## src/rtl/rfphoenix_dcache_fill_seq_pkg.sv

```systemverilog
// Shared definitions for the rfPhoenix dcache fill sequencer:
// fill FSM state enum, default geometry, and the replacement LFSR taps/step.
package rfphoenix_dcache_fill_seq_pkg;

    localparam int DC_WAYS  = 4;
    localparam int DC_BEATS = 4;
    localparam int DC_LOBIT = 6;

    // Galois taps for x^8+x^6+x^5+x^4+1 in shift-right form
    localparam logic [7:0] LFSR_TAPS = 8'hB8;

    typedef enum logic [2:0] {
        ST_IDLE,
        ST_VICTIM,
        ST_BURST,
        ST_TAGWR,
        ST_DONE,
        ST_ERR
    } dcfill_state_t;

    function automatic logic [7:0] lfsr8_next(input logic [7:0] s);
        return s[0] ? ((s >> 1) ^ LFSR_TAPS) : (s >> 1);
    endfunction

endpackage

```

## src/rtl/rfphoenix_dcache_fill_seq_lfsr8.sv

```systemverilog
// Free-running 8-bit Galois LFSR used for pseudo-random way replacement.
// Ports: clk, rst (sync, active-high, reseeds to 8'h01), lfsr_o (state).
module rfphoenix_lfsr8
    import rfphoenix_dcache_fill_seq_pkg::*;
(
    input  logic       clk,
    input  logic       rst,
    output logic [7:0] lfsr_o
);

    logic [7:0] lfsr_q;
    logic [7:0] lfsr_d;

    // A nonzero seed never reaches zero, so no lockup recovery is needed.
    always_comb begin
        lfsr_d = lfsr8_next(lfsr_q);
    end

    always_ff @(posedge clk) begin
        if (rst) begin
            lfsr_q <= 8'h01;
        end else begin
            lfsr_q <= lfsr_d;
        end
    end

    assign lfsr_o = lfsr_q;

endmodule

```

## src/rtl/rfphoenix_dcache_fill_seq.sv

```systemverilog
// Dcache line-fill sequencer: victim select, BEATS-long read burst with a
// registered per-beat way write strobe, tag/valid write, done/err pulses.
// Ports: req_i/req_adr_i/req_rdy_o (fill request), valid_i (set valid bits),
// cyc_o/stb_o/adr_o/ack_i/err_i (bus), wr_dc_o/wr_beat_o/wway_o/tag_wr_o
// (way storage), done_o/err_o (status), lfsr_o (debug).
// Build option DCACHE_INVALID_FIRST_EN: fill the lowest invalid way first.
module rfphoenix_dcache_fill_seq
    import rfphoenix_dcache_fill_seq_pkg::*;
#(
    parameter int WAYS  = DC_WAYS,
    parameter int BEATS = DC_BEATS,
    parameter int AWID  = 32,
    parameter int LOBIT = DC_LOBIT
) (
    input  logic                     clk,
    input  logic                     rst,
    input  logic                     req_i,
    input  logic [AWID-1:0]          req_adr_i,
    output logic                     req_rdy_o,
    input  logic [WAYS-1:0]          valid_i,
    output logic                     cyc_o,
    output logic                     stb_o,
    output logic [AWID-1:0]          adr_o,
    input  logic                     ack_i,
    input  logic                     err_i,
    output logic                     wr_dc_o,
    output logic [$clog2(BEATS)-1:0] wr_beat_o,
    output logic [$clog2(WAYS)-1:0]  wway_o,
    output logic                     tag_wr_o,
    output logic                     done_o,
    output logic                     err_o,
    output logic [7:0]               lfsr_o
);

    localparam int BW = $clog2(BEATS);
    localparam int WW = $clog2(WAYS);
    localparam int LW = AWID - LOBIT;
    localparam int OW = LOBIT - BW;

    dcfill_state_t state_q, state_d;
    logic [LW-1:0] line_q, line_d;
    logic [BW-1:0] cnt_q, cnt_d;
    logic [AWID-1:0] adr_q, adr_d;
    logic cyc_q, cyc_d;
    logic wr_dc_q, wr_dc_d;
    logic [BW-1:0] wr_beat_q, wr_beat_d;
    logic [WW-1:0] wway_q, wway_d;
    logic [WW-1:0] victim;
    logic [7:0] lfsr;
    logic unused_bits;

    rfphoenix_lfsr8 u_lfsr (
        .clk    (clk),
        .rst    (rst),
        .lfsr_o (lfsr)
    );

`ifdef DCACHE_INVALID_FIRST_EN
    // Scan high to low so the lowest-index invalid way wins.
    always_comb begin
        victim = lfsr[WW-1:0];
        for (int i = WAYS - 1; i >= 0; i--) begin
            if (!valid_i[i]) victim = i[WW-1:0];
        end
    end
    assign unused_bits = ^req_adr_i[LOBIT-1:0];
`else
    always_comb begin
        victim = lfsr[WW-1:0];
    end
    assign unused_bits = ^{req_adr_i[LOBIT-1:0], valid_i};
`endif

    always_comb begin
        state_d   = state_q;
        line_d    = line_q;
        cnt_d     = cnt_q;
        adr_d     = adr_q;
        cyc_d     = cyc_q;
        wr_dc_d   = 1'b0;
        wr_beat_d = wr_beat_q;
        wway_d    = wway_q;
        case (state_q)
            ST_IDLE: begin
                if (req_i) begin
                    line_d  = req_adr_i[AWID-1:LOBIT];
                    state_d = ST_VICTIM;
                end
            end
            ST_VICTIM: begin
                wway_d  = victim;
                cnt_d   = '0;
                cyc_d   = 1'b1;
                adr_d   = {line_q, {BW{1'b0}}, {OW{1'b0}}};
                state_d = ST_BURST;
            end
            ST_BURST: begin
                // A bus error overrides a coincident ack: that beat is dropped.
                if (err_i) begin
                    cyc_d   = 1'b0;
                    state_d = ST_ERR;
                end else if (ack_i) begin
                    wr_dc_d   = 1'b1;
                    wr_beat_d = cnt_q;
                    cnt_d     = cnt_q + 1'b1;
                    if (cnt_q == BW'(BEATS - 1)) begin
                        cyc_d   = 1'b0;
                        state_d = ST_TAGWR;
                    end else begin
                        adr_d = {line_q, cnt_q + 1'b1, {OW{1'b0}}};
                    end
                end
            end
            ST_TAGWR: state_d = ST_DONE;
            ST_DONE:  state_d = ST_IDLE;
            ST_ERR:   state_d = ST_IDLE;
            default:  state_d = ST_IDLE;
        endcase
    end

    always_ff @(posedge clk) begin
        if (rst) begin
            state_q   <= ST_IDLE;
            line_q    <= '0;
            cnt_q     <= '0;
            adr_q     <= '0;
            cyc_q     <= 1'b0;
            wr_dc_q   <= 1'b0;
            wr_beat_q <= '0;
            wway_q    <= '0;
        end else begin
            state_q   <= state_d;
            line_q    <= line_d;
            cnt_q     <= cnt_d;
            adr_q     <= adr_d;
            cyc_q     <= cyc_d;
            wr_dc_q   <= wr_dc_d;
            wr_beat_q <= wr_beat_d;
            wway_q    <= wway_d;
        end
    end

    assign req_rdy_o = (state_q == ST_IDLE);
    assign cyc_o     = cyc_q;
    assign stb_o     = cyc_q;
    assign adr_o     = adr_q;
    assign wr_dc_o   = wr_dc_q;
    assign wr_beat_o = wr_beat_q;
    assign wway_o    = wway_q;
    assign tag_wr_o  = (state_q == ST_TAGWR);
    assign done_o    = (state_q == ST_DONE);
    assign err_o     = (state_q == ST_ERR);
    assign lfsr_o    = lfsr;

endmodule
```

## config.mk

```make
export PLATFORM = sky130hd
export DESIGN_NAME = rfphoenix_dcache_fill_seq
export DESIGN_NICKNAME = d
export VERILOG_FILES = /design/src/rtl/rfphoenix_dcache_fill_seq_pkg.sv /design/src/rtl/rfphoenix_dcache_fill_seq_lfsr8.sv /design/src/rtl/rfphoenix_dcache_fill_seq.sv
export SDC_FILE = /design/constraint.sdc
export NUM_CORES = 1
export LEC_CHECK = 0
export CORE_ASPECT_RATIO = 0.6
export CORE_MARGIN = 2
export CORE_UTILIZATION = 45
export CTS_CLUSTER_SIZE = 12
export DETAILED_ROUTE_END_ITERATION = 7
export PLACE_DENSITY = 0.76
export SETUP_SLACK_MARGIN = 0.15
export SLEW_MARGIN = 20
export SYNTH_ARGS = -nofsm -noshare
export SYNTH_HDL_FRONTEND = slang
export SYNTH_HIERARCHICAL = 1
export SYNTH_SLANG_ARGS = --single-unit
```

## constraint.sdc

```tcl
create_clock -name clk -period 2 [get_ports clk]
set_clock_uncertainty 0.2 [all_clocks]
set_input_delay 0.2 -clock clk [delete_from_list [all_inputs] [get_ports clk]]
set_output_delay 0.2 -clock clk [all_outputs]
set_load 0.02 [all_outputs]
```

# Yosys cells after proc, flatten, opt, wreduce, memory -nomap -nowiden
# Cells that the tools add are included.
dict set report word_totals {
  register_bits 77
  word_cells 55
  out_inout_bits 51
  inputBits 41
}
dict set report classes {
  mux 18
  n_reduce_logical 10
  addsub 1
  bitwise 4
  eq_ne 12
}
# operator n
set op_table {}
lappend op_table {{$mux 32} 3}
lappend op_table {{$pmux 32 s2} 1}
lappend op_table {{$mux 3} 4}
lappend op_table {{$pmux 3 s4} 1}
lappend op_table {{$reduce_and 3->1} 4}
lappend op_table {{$ne 2x2->1 const B} 4}
lappend op_table {{$eq 3x2->1 const B} 2}
lappend op_table {{$eq 3x3->1 const B} 2}
lappend op_table {{$mux 6} 1}
lappend op_table {{$ne 3x3->1 const B} 2}
lappend op_table {{$mux 1} 4}
lappend op_table {{$mux 2} 2}
lappend op_table {{$not 3->4} 1}
lappend op_table {{$pmux 2 s2} 1}
lappend op_table {{$reduce_and 4->1} 1}
lappend op_table {{$eq 3x1->1 const B} 1}
lappend op_table {{$logic_not 3->1} 1}
lappend op_table {{$not 1->1} 3}
lappend op_table {{$reduce_or 3->1} 1}
lappend op_table {{$add 2x1->2 const B} 1}
lappend op_table {{$eq 2x2->1 const B} 1}
lappend op_table {{$pmux 1 s2} 1}
lappend op_table {{$reduce_and 2->1} 1}
lappend op_table {{$reduce_bool 2->1} 1}
lappend op_table {{$reduce_or 2->1} 1}

# Logic depth before layout (Yosys ltp)
# Gate-level depths: netlist of the first run.
dict set report logic_depth {
  word_depth 5
  mapped_depth 7
  ltp_nobuf 5
}

# Modules after synthesis
# The synthesis of the first run kept the hierarchy.
# module seq_area_each_um2 n_inst area_per_inst_um2 cells_each
set modules_own_cells {}
lappend modules_own_cells {rfphoenix_dcache_fill_seq 1301.2 1 2502.4 295}
lappend modules_own_cells {rfphoenix_lfsr8 160.2 1 259.0 23}

# Worst setup path before layout of the first run
# OpenSTA, ideal clock, no wires.
dict set report synth_timing {
  path_kind {register -> register}
  startpoint {reg state_q[2]}
  endpoint {reg line_q[5]}
  synth_period_minus_slack_ns 1.633
  slack_ns 0.367
  n_path_buf 2
  t_arrival_ns 1.300
  required_time_ns 1.666
  setup_time_ns 0.134
  stages_incl_launch_ff 7
  path_cell_list {dfxtp_1 buf_6 nor3_4 nand2_1 clkbuf_1 nand2_1 a21oi_1}
}
dict set report synth_between {
  elab_chain_cells 2
}
# element line_no
set synth_lines {}
lappend synth_lines {{from (decl)} rfphoenix_dcache_fill_seq.sv:40} ;# dcfill_state_t state_q, state_d;
lappend synth_lines {{from (signal assigned)} rfphoenix_dcache_fill_seq.sv:132} ;# state_q <= state_d;
lappend synth_lines {{$logic_not 3->1} --}
lappend synth_lines {{net req_rdy_o} rfphoenix_dcache_fill_seq.sv:19} ;# output logic req_rdy_o,
lappend synth_lines {{$reduce_and 2->1 (no line)} --}
lappend synth_lines {{to (signal assigned)} rfphoenix_dcache_fill_seq.sv:133} ;# line_q <= line_d;
lappend synth_lines {{to (decl)} rfphoenix_dcache_fill_seq.sv:41} ;# logic [LW-1:0] line_q, line_d;
# The timed path passes the listed nets, and every way through them passes these cells.
# A chain may end at the register's enable or synchronous reset.

# Worst setup path after layout of the first run
dict set report layout_timing {
  startpoint {reg state_q[1]}
  endpoint {out tag_wr_o}
}
dict set report layout_between {
  elab_chain_cells 1
}
# element line_no
set layout_lines {}
lappend layout_lines {{$eq 3x2->1} rfphoenix_dcache_fill_seq.sv:150} ;# assign tag_wr_o = (state_q == ST_TAGWR);
lappend layout_lines {{to (decl)} rfphoenix_dcache_fill_seq.sv:29} ;# output logic tag_wr_o,
# No other way between the ends.

==> results of run 1 <==
[Yosys cell counts (3+ instances only)]
cell	number
a21oi_1	57
buf_4	13
buf_6	7
clkbuf_1	9
dfxtp_1	73
mux2i_1	5
nand2_1	108
nor2_1	9
nor2b_1	4
nor3_1	3
xnor2_1	3
[worst max-delay path: cells and delay by family, from the launching register on]
family	cells	cell delay, ps
simple gates	2	300
flops	1	390
buf+inv	1	330
[kinds of logic after synthesis]
group	synth area share, %
buffers and inverters	7.88
muxes	1.81
xor gates and xnor gates	0.952
DFF	52.9
adders and majority gates	0.453
AOI/OAI and AO/OA	12.6
other	0.136
and+or+nand+nor	23.2
[worst paths after layout]
| kind | startpoint | end | slack (ps) | depth (start not counted) |
|---|---|---|---|---|
| max | state_q[1] | tag_wr_o | 240 | 3 |
| min | req_adr_i[12] | line_q[6] | 200 | 3 |
| max reg2reg | state_q[1] | adr_o[5] | 360 | 5 |
| min reg2reg | adr_o[11] | adr_o[11] | 250 | 2 |
[state kept, by name, indices dropped and copies added, names as in the netlist]
| signal | cells |
|---|---|
| line_q | 26 |
| wr_beat_o | 2 |
| wr_dc_o | 1 |
| cnt_q | 2 |
| cyc_o | 1 |
| state_q | 3 |
| u_lfsr/lfsr_o | 8 |
| wway_o | 2 |
| adr_o | 28 |
[cell usage in the layout, fill, tap and decap left out, types with 3 or more instances in the layout]
| cell type | count |
|---|---|
| clkbuf_8 | 9 |
| nor3_1 | 3 |
| buf_12 | 3 |
| xnor2_1 | 3 |
| dfxtp_1 | 70 |
| dlygate4sd2_1 | 5 |
| clkdlybuf4s50_1 | 71 |
| buf_4 | 5 |
| a21oi_1 | 57 |
| nor2b_1 | 4 |
| bufinv_16 | 3 |
| conb_1 | 4 |
| nor2_1 | 9 |
| nand2_1 | 108 |
| mux2i_1 | 5 |
[routing by layer]
| metal | part of all wire [%] | wire length [um] |
|---|---|---|
| met1 | 47 | 2790 |
| met2 | 45 | 2650 |
| met3 | 6.6 | 386 |
| met4 | 0.90 | 53 |
| met5 | 0 | 0 |
[metrics by stage]
| stage | setup slack (ps) | area (um^2) | util [%] | instances |
|---|---|---|---|---|
| final | 243 | 3760 | 62.5 | 476 |
| after global routing | 191 | 3760 | 62.5 | 476 |
| after CTS | 220 | 3760 | 62.5 | 476 |
| after detailed placement | 147 | 3530 | 58.6 | 461 |
| after global placement | 186 | 3530 | 58.6 | 461 |
| after floorplan | 367 | 2770 | - | 321 |
[cell type report]
cell class | count | area [um^2]
Timing Repair Buffer | 85 | 857
Clock buffer | 9 | 124
Multi-Input combinational cell | 217 | 1090
Clock inverter | 6 | 108
Fill cell | 522 | 2260
Inverter | 2 | 7.51
Sequential cell | 73 | 1470
Tap cell | 84 | 105
[power by group through the flow]
stage / Combinational (W) / Sequential, W / Clock, W
after floorplan: 0.000364 / 0.00165 / 0
after global placement: 0.000580 / 0.00163 / 0
after detailed placement: 0.000586 / 0.00164 / 0
after CTS: 0.000585 / 0.00161 / 0.00137
after global routing: 0.000632 / 0.00162 / 0.00143
final: 0.000579 / 0.00160 / 0.00134
[timing repair]
item / 4_1_cts / 5_1_grt
setup endpoints to repair: 5 / 0
resized for setup: 10 / 0
buffers inserted: 0 / 0
==> out/metrics.yaml, run 1 <==
clkSinkCount: 73
grt_max_degree: 43
area_growth_pct: 36.3
cp_slowest_cell: "dfxtp_2"
cts_root_buf: "clkbuf_8"
power_w: 0.00353
globalRouteMet3Util_pct: 7.75
grt_use_total_pct: 18.5
fin_crit_ps: 1760
switching_share_pct: 25.6
required_ps: 1600
ys_seq_area_share_pct: 52.9
cts_tree: "done"
syn_inst: 318
relSlewSlack_pct: 47.9
fin_crit_sh_pct: 87.9
antenna_found_initial: 0
synth_area_leaders: "dfxtp_1, nand2_1, a21oi_1"
hold_buffers: 0
ant_nets: 0
wire_per_inst_um: 12.4
avgViaCountPerCell: 4.68
rsz0062_at_grt: "no"
num_vias: 2229
die_w_um: 105
grtUsageMet2_pct: 30.2
std_cell_rows: 22
route.detailed.drc: 0
final_max_slew_viol_count: 0
whs_ps: 200
hold_viol_final: 0
yosys_most_used_dff: "dfxtp_1"
setup_violations: 0
dpl.hpwl_um: 3880
start_kind: "flop"
ys_types: 34
htreeDepth: 3
yosys.area.top_type: "dfxtp_1"
path_class: "flop to output pin"
yosysTopAreaCellShare_pct: 52.9
powerDensity_nw_per_um2: 936
power.internal_w: 0.00262
synth_edf_count: 0
portBuffers: 77
combinationalPowerShare_pct: 16.4
end_kind: "output pin"
cp_max_fo: 5
synth-warning-count: 6
p_leak_nw: 1.39
cpPeakStageDelay_ps: 390
hold_class: "input port to flop"
worstSkewPairLatency_ps: 340
firstDrtPassIters: 4
grt_remaining_overflow: 0
core_area_um2: 6030
grt_pass1_wl_um: 9830
avgSynthCellArea_um2: 8.68
ir_drop_mv: 0.749
path_clk_slew_ps: 70
routed_wl_um: 5890
p_switching_w: 0.000903
die_y_um: 64.7
syn_area_um2: 2760
p_clk_share_pct: 38.1
max_cap_viol_count: 0
worst_pin_slew_ps: 781
cp_cell_sequence: "nor2b_4, and2_2, dlygate4sd2_1"
num_io_pins: 92
antennaDiodeCount: 0
busiest_layer: "met2"
grt_use_met1_pct: 22.8
initial_core_util_pct: 45.8
fin_tns_setup_ps: 0
layout.nets: 430
drive_above_1_share_pct: 9.95
ys_async_sr_fraction_pct: 0
numCtsBuffers: 9
grt_pass1_vias: 2174
drtIter0Drc: 53
seq_power_share_pct: 45.5
gp_congestion: 0.763
status: "finished clean"
cts_buffer_depth: 2
max_freq_mhz: 569
crit_arrival_ps: 1360
synth_seq_cells: 73
dieArea_um2: 6800
Note: power is estimated with default switching activity, not from simulation.
==> run 2, diff against run 1 <==
Settings changed: ABC_AREA from default to 1, ABC_CLOCK_PERIOD_IN_PS from default to 2000, CORE_UTILIZATION 45 to 46.
==> run 2 against run 1 <==
Sequential cell count did not move. Largest cell class unchanged. Sequential power rose by 9%. Via count rose by 14%. Utilization rose by 0.63 points. Clock-buffer cell count rose by 3. Hold slack improved by 27 ps. Fmax fell by 0.28%.
==> out/metrics.yaml, run 2 <==
fin_crit_ps: 1760
dieArea_um2: 6980
cp_max_fo: 6
hold-path-endpoint: "u_lfsr/lfsr_o[2]"
status: "finished clean"
gp_congestion: 0.768
route.detailed.drc: 0
grt_remaining_overflow: 0
clkSinkCount: 73
avgViaCountPerCell: 4.52
crit_family: "buffers and inverters"
yosysTopAreaCellShare_pct: 50.4
num-fill-cells: 550
hp-start: "u_lfsr/lfsr_o[3]"
min_path_cells: 2
cts_buffer_depth: 2
cts_root_buf: "clkbuf_8"
die_w_um: 107
seq_area_um2: 1460
die_y_um: 65.5
rsz0062_at_grt: "no"
synth-warning-count: 6
ys_seq_area_share_pct: 50.4
num_vias: 2540
r2r-end: "line_q[13]"
area_growth_pct: 32.9
hold_viol_final: 0
synth_edf_count: 0
numCtsBuffers: 9
final_common_cell: "nand2_1"
antenna_found_initial: 0
wire_per_inst_um: 11.5
grt_pass1_vias: 2341
cts_tree: "done"
setup_violations: 0
ir_drop_mv: 0.478
end_kind: "output pin"
yosys.area.top_type: "dfxtp_1"
worstSkewPairLatency_ps: 340
layout.nets: 515
ys_types: 23
r2r-start: "state_q[2]"
core_area_um2: 6110
cp_slowest_cell: "dfxtp_1"
synth_area_leaders: "dfxtp_1, nand2_1, nor2_1"
htreeDepth: 3
final_max_slew_viol_count: 0
ff2ff_setup_slack_ps: 330
largest_register_ffs: 28
max_freq_mhz: 567
p_leak_nw: 1.74
r2r_cells: 7
syn_inst: 399
cpPeakStageDelay_ps: 350
num_io_pins: 92
cp.buffers_inverters: 2
max_cap_viol_count: 0
firstDrtPassIters: 4
fin_crit_sh_pct: 88.1
antennaDiodeCount: 0
initial_core_util_pct: 47.5
final_cell_mix: "nand2_1, nor2_1, clkdlybuf4s50_1"
routed_wl_um: 6450
fin_ws_ps: 238
path_clk_slew_ps: 70
synth.most_common_cell: "nand2_1"
dpl.hpwl_um: 4390
start_kind: "flop"
drive_above_1_share_pct: 6.69
synth_seq_cells: 73
required_ps: 1600
ys_async_sr_fraction_pct: 0
multi_input_area_um2: 1100
powerDensity_nw_per_um2: 996
drtIter0Drc: 69
cp_cell_sequence: "nor2_4, nand2_1, inv_2, dlygate4sd2_1"
yosys_most_used_dff: "dfxtp_1"
std_cell_rows: 22
avgSynthCellArea_um2: 7.27
fin_tns_setup_ps: 0
hold_class: "flop to flop"
ant_nets: 0
path_class: "flop to output pin"
grt_use_total_pct: 19.8
grt_pass1_wl_um: 10700
crit_arrival_ps: 1360
yosys-top-cells-count: "nand2_1, nor2_1, dfxtp_1"
syn_area_um2: 2900
portBuffers: 77
grt_max_degree: 55
hold_buffers: 0
dp_slack_ps: 193
==> run 2: cell types whose count changed after synthesis, sizes merged, moves of 8 or more <==
| cell | previous run | this run |
|---|---|---|
| a21oi | 58 | 33 |
| nor2 | 10 | 77 |
| nand3 | 3 | 32 |
| inv | 2 | 45 |
| nand2 | 108 | 100 |
==> run 2: cells by family (layout without fill, tap and decap cells) <==
logic type      after synthesis  count (layout)  synth area share [%]
compound gates               39              39                  6.77
fa+ha+maj                     1               1                 0.431
buf+inv                      73             149                  12.3
flops                        73              73                  50.4
other cells                   1               4                 0.129
simple gates                212             212                  30.0
==> run 2: cell type report <==
type	instances	share of cell area (%)
Inverter	45	4.38
Tap cell	84	2.73
Clock buffer	12	3.51
Multi-Input combinational cell	256	28.5
Sequential cell	73	38.0
Timing Repair Buffer	88	22.4
Clock inverter	4	0.519
==> run 2: worst max path at each step <==
stage / startpoint / to / slack (ps) / cells after the start
2_1_floorplan: state_q[0] / line_q[10] / 590 / 6
3_5_place_dp: err_i / adr_o[6] / 190 / 9
6_report: state_q[2] / req_rdy_o / 240 / 4
5_1_grt: state_q[2] / req_rdy_o / 160 / 4
4_1_cts: state_q[1] / line_q[7] / 200 / 7
3_3_place_gp: err_i / adr_o[22] / 240 / 9
==> run 2: report_power, final <==
part | internal (W) | switching (W)
sequential | 0.00164 | 0.000101
clock | 0.000443 | 0.000501
combinational | 0.000494 | 0.000660
==> run 2: worst register-to-register path, stage by stage, from the launching register on <==
cell	delay, ps
dfxtp_1	350
nor2_4	160
nand2_1	110
inv_2	80
buf_4	160
buf_4	260
nand3_1	120
a21oi_1	150
==> run 2: what timing repair did <==
action,in CTS,in global routing
setup buffers,0,0
endpoints found under the setup margin,4,28
pin swaps,0,0
gates resized for setup,5,3
==> run 2: per-layer routing <==
metal	GRT usage [%]	vias up	part of all wire [%]
met5	0	-	0
met4	4.38	0	0.19
met3	8.13	2	5.7
met2	31.7	68	45
met1	25.3	1115	49
li1	-	1355	-
==> run 2: metrics by stage <==
step	instance area, um^2	hold slack [ps]	instances	util [%]	power [W]
floorplan	2910	71.2	402	-	0.00251
global placement	3700	211	546	60.5	0.00291
detailed placement	3700	221	546	60.5	0.00293
CTS	3850	220	562	63.0	0.00388
global route	3850	229	562	63.1	0.00411
finish	3850	227	562	63.1	0.00384
